--- src/rtl/conv_pkg.sv ---
// conv_pkg: shared types and helpers for the convolution frame controller
package conv_pkg;
    typedef logic [71:0] coef_t;
    typedef enum logic [2:0] {IDLE, INIT, STREAM, DRAIN, DONE} fsm_t;
    function automatic int stream_w(input int img_w);
        return img_w + 2;
    endfunction
endpackage

--- src/rtl/conv_pad_gen.sv ---
// conv_pad_gen: row/col slot counters over the padded stream and pixel/pad slot decode
module conv_pad_gen
    import conv_pkg::*;
#(
    parameter int IMG_W = 512,
    parameter int CW    = $clog2(IMG_W + 2)
) (
    input  logic clk,
    input  logic reset,
    input  logic clr,
    input  logic adv,
    output logic pix_slot,
    output logic last_slot
);
    localparam int SW = stream_w(IMG_W);
    logic [CW-1:0] row_q, row_d, col_q, col_d;
    logic          last_col;
    assign last_col  = col_q == CW'(SW - 1);
    assign last_slot = last_col && row_q == CW'(SW - 1);
    assign pix_slot  = row_q != '0 && row_q <= CW'(IMG_W) && col_q != '0 && col_q <= CW'(IMG_W);
    always_comb begin
        row_d = clr ? '0 : (adv && last_col) ? row_q + 1'b1 : row_q;
        col_d = clr ? '0 : adv ? (last_col ? '0 : col_q + 1'b1) : col_q;
    end
    always_ff @(posedge clk) begin
        if (reset) begin
            row_q <= '0;
            col_q <= '0;
        end else begin
            row_q <= row_d;
            col_q <= col_d;
        end
    end
endmodule

--- src/rtl/conv_frame_ctrl.sv ---
// conv_frame_ctrl: frame sequencer that zero-pads the pixel stream for the 3x3 core and tags frame end.
// Optional CONV_CTRL_STATS_EN adds saturating input/output stall counters.
module conv_frame_ctrl
    import conv_pkg::*;
#(
    parameter int IMG_W = 512
) (
    input  logic        clk,
    input  logic        reset,
    input  logic        start,
    input  logic        cfg_wr,
    input  coef_t       cfg_f,
    output logic        busy,
    output logic        frame_done,
    input  logic        s_valid,
    output logic        s_ready,
    input  logic [7:0]  s_x,
    output logic        c_rst,
    output coef_t       c_f,
    output logic        c_valid,
    input  logic        c_ready,
    output logic [7:0]  c_x,
    input  logic        y_valid,
    output logic        y_ready,
    input  logic [7:0]  y_x,
    output logic        m_valid,
    input  logic        m_ready,
    output logic [7:0]  m_y,
    output logic        m_last
`ifdef CONV_CTRL_STATS_EN
    ,
    output logic [31:0] stall_in_cnt,
    output logic [31:0] stall_out_cnt
`endif
);
    localparam int SW   = stream_w(IMG_W);
    localparam int CW   = $clog2(SW);
    localparam int NPIX = IMG_W * IMG_W;
    localparam int OW   = $clog2(NPIX + 1);
    fsm_t          state_q, state_d;
    coef_t         shadow_q, shadow_d, cf_q, cf_d;
    logic [OW-1:0] out_cnt_q, out_cnt_d;
    logic          pix_slot, last_slot, in_stream, out_act, in_hs, out_hs;
    conv_pad_gen #(.IMG_W(IMG_W), .CW(CW)) u_pad (
        .clk      (clk),
        .reset    (reset),
        .clr      (state_q == INIT),
        .adv      (in_hs),
        .pix_slot (pix_slot),
        .last_slot(last_slot)
    );
    assign in_stream  = state_q == STREAM;
    assign out_act    = in_stream || state_q == DRAIN;
    assign busy       = state_q != IDLE;
    assign frame_done = state_q == DONE;
    assign c_rst      = reset || state_q == INIT;
    assign c_f        = cf_q;
    assign c_valid    = in_stream && (pix_slot ? s_valid : 1'b1);
    assign c_x        = (in_stream && pix_slot) ? s_x : '0;
    assign s_ready    = in_stream && pix_slot && c_ready;
    assign m_valid    = out_act && y_valid;
    assign y_ready    = out_act ? m_ready : 1'b1;
    assign m_y        = y_x;
    assign in_hs      = c_valid && c_ready;
    assign out_hs     = m_valid && m_ready;
    assign m_last     = m_valid && out_cnt_q == OW'(NPIX - 1);
    always_comb begin
        state_d   = state_q;
        shadow_d  = cfg_wr ? cfg_f : shadow_q;
        cf_d      = state_q == INIT ? shadow_q : cf_q;
        out_cnt_d = state_q == INIT ? '0 : out_hs ? out_cnt_q + 1'b1 : out_cnt_q;
        case (state_q)
            IDLE:    state_d = start ? INIT : IDLE;
            INIT:    state_d = STREAM;
            STREAM:  state_d = (out_hs && m_last) ? DONE : (in_hs && last_slot) ? DRAIN : STREAM;
            DRAIN:   state_d = (out_hs && m_last) ? DONE : DRAIN;
            DONE:    state_d = IDLE;
            default: state_d = IDLE;
        endcase
    end
    always_ff @(posedge clk) begin
        if (reset) begin
            state_q   <= IDLE;
            shadow_q  <= '0;
            cf_q      <= '0;
            out_cnt_q <= '0;
        end else begin
            state_q   <= state_d;
            shadow_q  <= shadow_d;
            cf_q      <= cf_d;
            out_cnt_q <= out_cnt_d;
        end
    end
`ifdef CONV_CTRL_STATS_EN
    // Stall conditions can only be true in STREAM/DRAIN, so the counters hold in IDLE.
    logic [31:0] stall_in_q, stall_in_d, stall_out_q, stall_out_d;
    always_comb begin
        stall_in_d  = state_q == INIT ? '0 :
                      stall_in_q + {31'b0, c_valid && !c_ready && stall_in_q != '1};
        stall_out_d = state_q == INIT ? '0 :
                      stall_out_q + {31'b0, m_valid && !m_ready && stall_out_q != '1};
    end
    always_ff @(posedge clk) begin
        if (reset) begin
            stall_in_q  <= '0;
            stall_out_q <= '0;
        end else begin
            stall_in_q  <= stall_in_d;
            stall_out_q <= stall_out_d;
        end
    end
    assign stall_in_cnt  = stall_in_q;
    assign stall_out_cnt = stall_out_q;
`endif
endmodule

--- config.mk ---
export PLATFORM = sky130hd
export DESIGN_NAME = conv_frame_ctrl
export DESIGN_NICKNAME = d
export VERILOG_FILES = /design/src/rtl/conv_pkg.sv /design/src/rtl/conv_pad_gen.sv /design/src/rtl/conv_frame_ctrl.sv
export SDC_FILE = /design/constraint.sdc
export NUM_CORES = 1
export LEC_CHECK = 0
export CORE_MARGIN = 8
export CORE_UTILIZATION = 40
export CTS_BUF_LIST = sky130_fd_sc_hd__clkbuf_4 sky130_fd_sc_hd__clkbuf_8
export CTS_CLUSTER_DIAMETER = 80
export DETAILED_ROUTE_END_ITERATION = 16
export HOLD_SLACK_MARGIN = 0.1
export PLACE_DENSITY = 0.8
export REMOVE_ABC_BUFFERS = 1
export SYNTH_ARGS = -nofsm -noshare
export SYNTH_HDL_FRONTEND = slang
export SYNTH_SLANG_ARGS = --single-unit
--- constraint.sdc ---
create_clock -name clk -period 6.44 [get_ports clk]
set_input_delay 1.61 -clock clk [delete_from_list [all_inputs] [get_ports clk]]
set_output_delay 1.61 -clock clk [all_outputs]
set_load 0.03 [all_outputs]
# Yosys cells after proc, flatten, opt, wreduce, memory -nomap -nowiden
# Cells that the tools add are included.
# word_totals
ff_bits,186
in_bits,96
output_inout_bits,96
word_cells,48
# classes
addsub,3
n_lt_le_gt_ge,2
eq_ne,7
n_mux,9
n_reduce_logical,21
# ops
op,count
$add 10x1->10 const B,2
$eq 10x10->1 const B,2
$le 10x10->1 const B,2
$reduce_bool 10->1,2
$add 19x1->19 const B,1
$eq 19x18->1 const B,1
$logic_and 1x1->1,14
$pmux 3 s4,1
$mux 10,1
$mux 8,1
$eq 3x2->1 const B,2
$mux 3,2
$mux 1,4
$eq 3x1->1 const B,1
$eq 3x3->1 const B,1
$logic_not 3->1,1
$reduce_bool 3->1,1
$logic_or 1x1->1,2
$reduce_or 2->1,1

# Logic depth before layout (Yosys ltp)
# Gate-level depths: netlist of run 1.
# depth
word_depth,11
ltp_mapped,8
ltp_nobuf,7

# Modules after synthesis
# From an unflattened synthesis of run 1, not the netlist that was laid out.
# unflattened
hier_cells,805
hier_area_um2,7173.1
# by_module_without_submodules
mod,instances,cells_per_inst,area_each_um2
conv_frame_ctrl,1,684,6143.4
conv_pad_gen,1,121,1029.7

# Worst setup path before layout of run 1
# No wires, ideal clock.
# synth_path
path_kind,in2out
start,input port y_valid
end,output port m_last
arrival_time_ns,2.652
slack_ns,2.178
cell_stages,2
path_buffers,0
path_cell_list,nand2_1 nor4_1
# synth_between
elab_chain_cells,2
# synth_rtl
element,line,source
"start, declared",conv_frame_ctrl.sv:23,"input logic y_valid,"
$logic_and 1x1->1,conv_frame_ctrl.sv:61,assign m_valid = out_act && y_valid;
$logic_and 1x1->1,conv_frame_ctrl.sv:66,assign m_last = m_valid && out_cnt_q == OW'(NPIX - 1);
"end, declared",conv_frame_ctrl.sv:29,output logic m_last
# No other way between the ends.

# Worst setup path in the final report of run 1
# layout_path
start,input port s_valid
end,output port c_valid
# layout_between
elab_chain_cells,2
# layout_rtl
element,line,source
"start, declared",conv_frame_ctrl.sv:15,"input logic s_valid,"
$mux 1,conv_frame_ctrl.sv:58,assign c_valid = in_stream && (pix_slot ? s_valid : 1'b1);
$logic_and 1x1->1,conv_frame_ctrl.sv:58,
"end, declared",conv_frame_ctrl.sv:20,"output logic c_valid,"
# No other way between the ends.

==> run summary, run 1 <==
row count: 48
Post-synth EDFFs: 0
Unique masters post-synth: 50
status: finished, final reports clean
die height: 149.2 um
CTS resizes: 0
Placement Setup Slack: 1.603 ns
Worst-Skew Late Latency: 0.46 ns
final hold vios: 0
Reg clk slew, reported paths: 0.11 ns
Ant. Diodes: 0
fin util: 53.99%
Ports: 192
Synth Register Bits: 186
Cell Chain, Critical Path: clkdlybuf4s50_1, nand4b_1, a211oi_2, nor2_1, clkdlybuf4s50_1
Post-synth ARST share: 0%
normalized max-slew margin: 37.35%
Tcrit/Tclk final: 75.40%
Yosys top cell area share: 52.45%
Wirelength per Cell: 16.76 um
CTS Hold Bufs: 0
clock buffer depth: 2
count leader, synth: dfxtp_1
Die Span X: 149.2 um
global-route usage over all layers: 16.40%
first-pass GRT wire length: 29,310 um
Post-Syn Area: 0.007099 sq mm
CP endpoint kind: primary output
Leakage: 3.554 nW
Final setup violation count: 0
# clock sinks: 186
cell family with most CP delay: buffers and inverters
CTS tree: yes
Non-Filler Instances: 1,079
most used cell, CP: clkdlybuf4s50_1
largest net degree at the start of global routing: 77
Starting DRT DRC Count: 337
Detail Placement HPWL: 12,270 um
setup ws final: 1.585 ns
Worst path max stage delay: 0.59 ns
vias in the first global route: 5,553
post-route ant nets: 0
CTS buffer count: 17
WP data required: 4.83 ns
Slew Viols, Final: 0
drt pass-1 iters: 5
Yosys top cell by area: dfxtp_1
via count: 5,589
initial antenna violation count: 0
PD cells: 238.6 mW/mm^2
Core Region: 0.01736 sq mm
Main synth FF type: dfxtp_1
CP Launch Type: input pin
fraction of layout cells with a size suffix above 1: 6.323%
cells after synthesis: 693
Worst Path Max Fanout: 3
Hold WC Path Type: register to register
vias per cell: 5.180
crit path DAT: 3.25 ns
post-CTS setup buffers: 0
sequential area share after synthesis: 52.45%
worst path buffer plus inverter count: 2
placed cells: 1,047
RSZ-0062 raised after global routing: false
Syn. warnings: 0
maxcap violations: 0
port bufs: 175
skew final: 0.01226 ns
Nets: 944
Fill cells: 1,523
Synth area leaders: dfxtp_1 52%, mux2i_1 10%, a22o_1 8.9%
VDD IR max: 173.0 uV
area grow syn2layout: 32.01%
CTS Root Cell: clkbuf_8
Die ar.: 0.02227 sq mm
# H-tree levels: 4
Achievable Freq: 206.0 MHz
DR DRC count: 0
GRT Residual Overflow: 0
Worst-Margin Slew: 0.9397 ns
top cells by count, synth: 186 x dfxtp_1, 97 x nor2_1, 74 x mux2i_1
Crit-path slowest cell: clkdlybuf4s50_1
WL final: 18,080 um
Period minus WS final: 4.855 ns
CP Class: input pin to primary output
gpl congestion: 0.7806
Initial Utilization: 40.90%
syn_area_per_cell: 10.24 sq um
through the flow:
stage | setup TNS [ns] | total power, mW | cell area, sq um | hold WS [ns]
after detailed placement | 0 | 1.481 | 8951 | 0.4518
after global routing | 0 | 2.345 | 9371 | 0.4975
final | 0 | 2.236 | 9371 | 0.4682
after floorplan | -3.924 | 1.343 | 6847 | 0.4417
after CTS | 0 | 2.269 | 9371 | 0.4699
after global placement | 0 | 1.476 | 8951 | 0.4436
registers in the layout (all words and copies together) (netlist names):
register and flops:
c_f 72, out_cnt_q 19, shadow_q 72, state_q 3, u_pad.col_q 10, u_pad.row_q 10
metal layers:
layer | wire (um) | track usage [%] | share of wire [%]
met2 | 8195 | 25.81 | 45
met4 | 161 | 4.392 | 0.89
met5 | 0 | 0 | 0
met1 | 7546 | 18.69 | 42
met3 | 2178 | 9.405 | 12
area by class of cell:
type | instances | area (sq um) | area share, %
Sequential cell | 186 | 3724 | 39.73
Tap cell | 225 | 281.5 | 3.004
Clock inverter | 14 | 172.7 | 1.842
Inverter | 8 | 30.03 | 0.3204
Timing Repair Buffer | 183 | 1804 | 19.25
Clock buffer | 18 | 247.7 | 2.644
Multi-Input combinational cell | 445 | 3112 | 33.20
cell usage in the layout (no fill, tap or decap), types with 10 or more instances in the layout:
| cell type | count |
|---|---|
| clkdlybuf4s50_1 | 173 |
| nand3_1 | 15 |
| a21oi_1 | 20 |
| or3_1 | 14 |
| mux2i_1 | 74 |
| clkbuf_8 | 18 |
| a22o_1 | 72 |
| o21ai_0 | 10 |
| and2_1 | 10 |
| nand2_1 | 22 |
| dfxtp_1 | 186 |
| nor2_1 | 96 |
report_power, final:
group	switching, mW	internal, mW
registers	0.0235	1.19
logic	0.123	0.115
clock network	0.475	0.310
total	0.622	1.61
worst paths after layout:
kind	end	from	slack, ns	cells past startpoint
setup / recovery	c_valid	s_valid	1.58	5
hold / removal	c_f[44]	shadow_q[44]	0.47	1
setup reg to reg	u_pad.col_q[9]	state_q[1]	4.01	5
hold reg to reg	c_f[44]	shadow_q[44]	0.47	1
logic make-up after synthesis:
family	after synthesis	synth area share, %
xor gates and xnor gates	16	1.974
DFF	186	52.45
muxes	75	10.59
AOI/OAI and AO/OA	124	13.09
adders and majority gates	7	1.234
buffers and inverters	62	3.983
and+or+nand+nor	223	16.67
Note: power is estimated with default switching activity, not from simulation.
==> run 2: changes to the inputs <==
--- a/config.mk
+++ b/config.mk
@@ -11,7 +11,7 @@
 export CTS_CLUSTER_DIAMETER = 80
 export DETAILED_ROUTE_END_ITERATION = 16
 export HOLD_SLACK_MARGIN = 0.1
-export PLACE_DENSITY = 0.8
+export PLACE_DENSITY = 0.83
 export REMOVE_ABC_BUFFERS = 1
 export SYNTH_ARGS = -nofsm -noshare
 export SYNTH_HDL_FRONTEND = slang
==> constraint.sdc (replaced) <==
create_clock -name clk -period 4.3 [get_ports clk]
set_input_delay 1.075 -clock clk [delete_from_list [all_inputs] [get_ports clk]]
set_output_delay 1.075 -clock clk [all_outputs]
set_load 0.03 [all_outputs]
==> run 2 against run 1 <==
Sequential power rose by 50%. Flip-flop and latch count did not move. Cell count rose by 0.19%. Wire length fell by 1.5%. Hold slack improved by 0.0039 ns. Clock power rose by 61%. Via count fell by 0.29%. Critical path type is now register to primary output. Clock skew rose by 0.0042 ns. Largest cell class unchanged. Sequential share of layout area fell by 0.15 points.
==> run summary, run 2 (synthesis gave the netlist of run 1 again) <==
Ports: 192 (unchanged)
initial antenna violation count: 1 (was 0)
status: finished, final reports clean (unchanged)
CTS tree: yes (unchanged)
TNS Setup: 0 ns (unchanged)
fraction of layout cells with a size suffix above 1: 6.542% (was 6.323%)
Reg clk slew, reported paths: 0.11 ns (about the same)
die height: 149.2 um (unchanged)
commonest cells after routing, fill and taps aside: 186 x dfxtp_1, 173 x clkdlybuf4s50_1, 96 x nor2_1 (unchanged)
GRT Residual Overflow: 0 (unchanged)
post-route ant nets: 0 (unchanged)
Final setup violation count: 0 (unchanged)
Slew Viols, Final: 0 (unchanged)
placed cells: 1,049 (was 1,047)
Tcrit/Tclk final: 93.67%
commonest non-fill, non-tap cell in the layout: dfxtp_1 (unchanged)
largest net degree at the start of global routing: 77 (unchanged)
port bufs: 175 (unchanged)
Initial Utilization: 40.90% (unchanged)
post-CTS setup buffers: 0 (unchanged)
Period minus WS final: 4.028 ns
clock buffer depth: 2 (unchanged)
# clock sinks: 186 (unchanged)
vias in the first global route: 5,573 (was 5,553)
CP endpoint kind: primary output (unchanged)
CTS Hold Bufs: 0 (unchanged)
Pwr Total: 3.433 mW (was 2.236 mW)
maxcap violations: 0 (unchanged)
via count: 5,573 (was 5,589)
Detail Placement HPWL: 12,000 um (was 12,270 um)
DR DRC count: 0 (unchanged)
skew final: 0.01642 ns (was 0.01226 ns)
Wirelength per Cell: 16.48 um (was 16.76 um)
gpl congestion: 0.8193 (was 0.7806)
WL final: 17,820 um (was 18,080 um)
CP Class: register to primary output (was input pin to primary output)
Ant. Diodes: 0 (unchanged)
Worst Path Max Fanout: 9 (was 3)
vias per cell: 5.155 (was 5.180)
WP data required: 3.22 ns (was 4.83 ns)
row count: 48 (unchanged)
CTS Root Cell: clkbuf_8 (unchanged)
Starting DRT DRC Count: 231 (was 337)
Non-Filler Instances: 1,081 (was 1,079)
CP Launch Type: register (was input pin)
Nets: 946 (was 944)
normalized max-slew margin: 37.99% (was 37.35%)
PD cells: 365.0 mW/mm^2 (was 238.6 mW/mm^2)
fin util: 54.20% (was 53.99%)
Hold WC Path Type: register to register (unchanged)
global-route usage over all layers: 15.98% (was 16.40%)
final hold vios: 0 (unchanged)
Worst-Skew Late Latency: 0.45 ns (was 0.46 ns)
CTS buffer count: 17 (unchanged)
area grow syn2layout: 32.50% (was 32.01%)
Achievable Freq: 248.3 MHz
RSZ-0062 raised after global routing: false (unchanged)
crit path DAT: 2.95 ns (was 3.25 ns)
Die Span X: 149.2 um (unchanged)
Worst-Margin Slew: 0.9301 ns (was 0.9397 ns)
CTS resizes: 0 (unchanged)
VDD IR max: 287.7 uV (was 173.0 uV)
first-pass GRT wire length: 28,670 um (was 29,310 um)
Leakage: 3.577 nW (was 3.554 nW)
drt pass-1 iters: 4 (was 5)
# H-tree levels: 4 (unchanged)
Core Region: 0.01736 sq mm (unchanged)
Die ar.: 0.02227 sq mm (unchanged)
[run 2: cell count changes in the layout (fill, tap and decap cells not counted), sizes merged]
| cell | previous run | this run |
|---|---|---|
| buf | 10 | 12 |
| bufinv | 0 | 2 |
| clkinv | 7 | 4 |
| inv | 15 | 16 |
[run 2: cell type report]
cell class              count  area [sq um]
fillers                  1483          7950
flip-flops and latches    186          3724
multi-input cells         445          3112
repair buffers            185          1819
well taps                 225         281.5
clock buffers              18         247.7
clock inverters            14         192.7
inverters                   8         30.03
[run 2: stage by stage]
step                      worst slack [ns]  area (sq um)  hold WS [ns]
final                               0.2724          9407        0.4721
after global routing               0.04962          9407        0.4973
after CTS                           0.1978          9407        0.4737
after detailed placement            0.5416          8966        0.4543
after global placement              0.5450          8966        0.4442
after floorplan                     -2.293          6847        0.4417
[run 2: worst max-delay path: stages (launching register included)]
cell             delay [ns]
dfxtp_1                0.40
inv_1                  0.08
ha_1                   0.20
nor4b_2                0.17
and3b_1                0.24
nor4_2                 0.55
and2_1                 0.21
clkdlybuf4s50_1        0.67
[run 2: routing by layer]
metal  up-vias  wire length [um]  track usage (%)
met5         -                 9                0
met4         2               103            3.937
met3        10              1920            9.193
met2       162              8018            24.98
met1      2633              7766            18.47
li1       2766                 -                -
[run 2: path summary, 6_finish.rpt]
path	from	endpoint	slack, ns	depth (start not counted)
min	shadow_q[61]	c_f[61]	0.47	1
max	u_pad.col_q[0]	c_x[6]	0.27	7
max reg2reg	u_pad.col_q[0]	u_pad.row_q[3]	2.08	8
min reg2reg	shadow_q[61]	c_f[61]	0.47	1
[run 2: report_power, final]
group	internal [mW]	switching [mW]
Combinational	0.174	0.184
Sequential	1.78	0.0358
Clock	0.571	0.687
Total	2.53	0.906
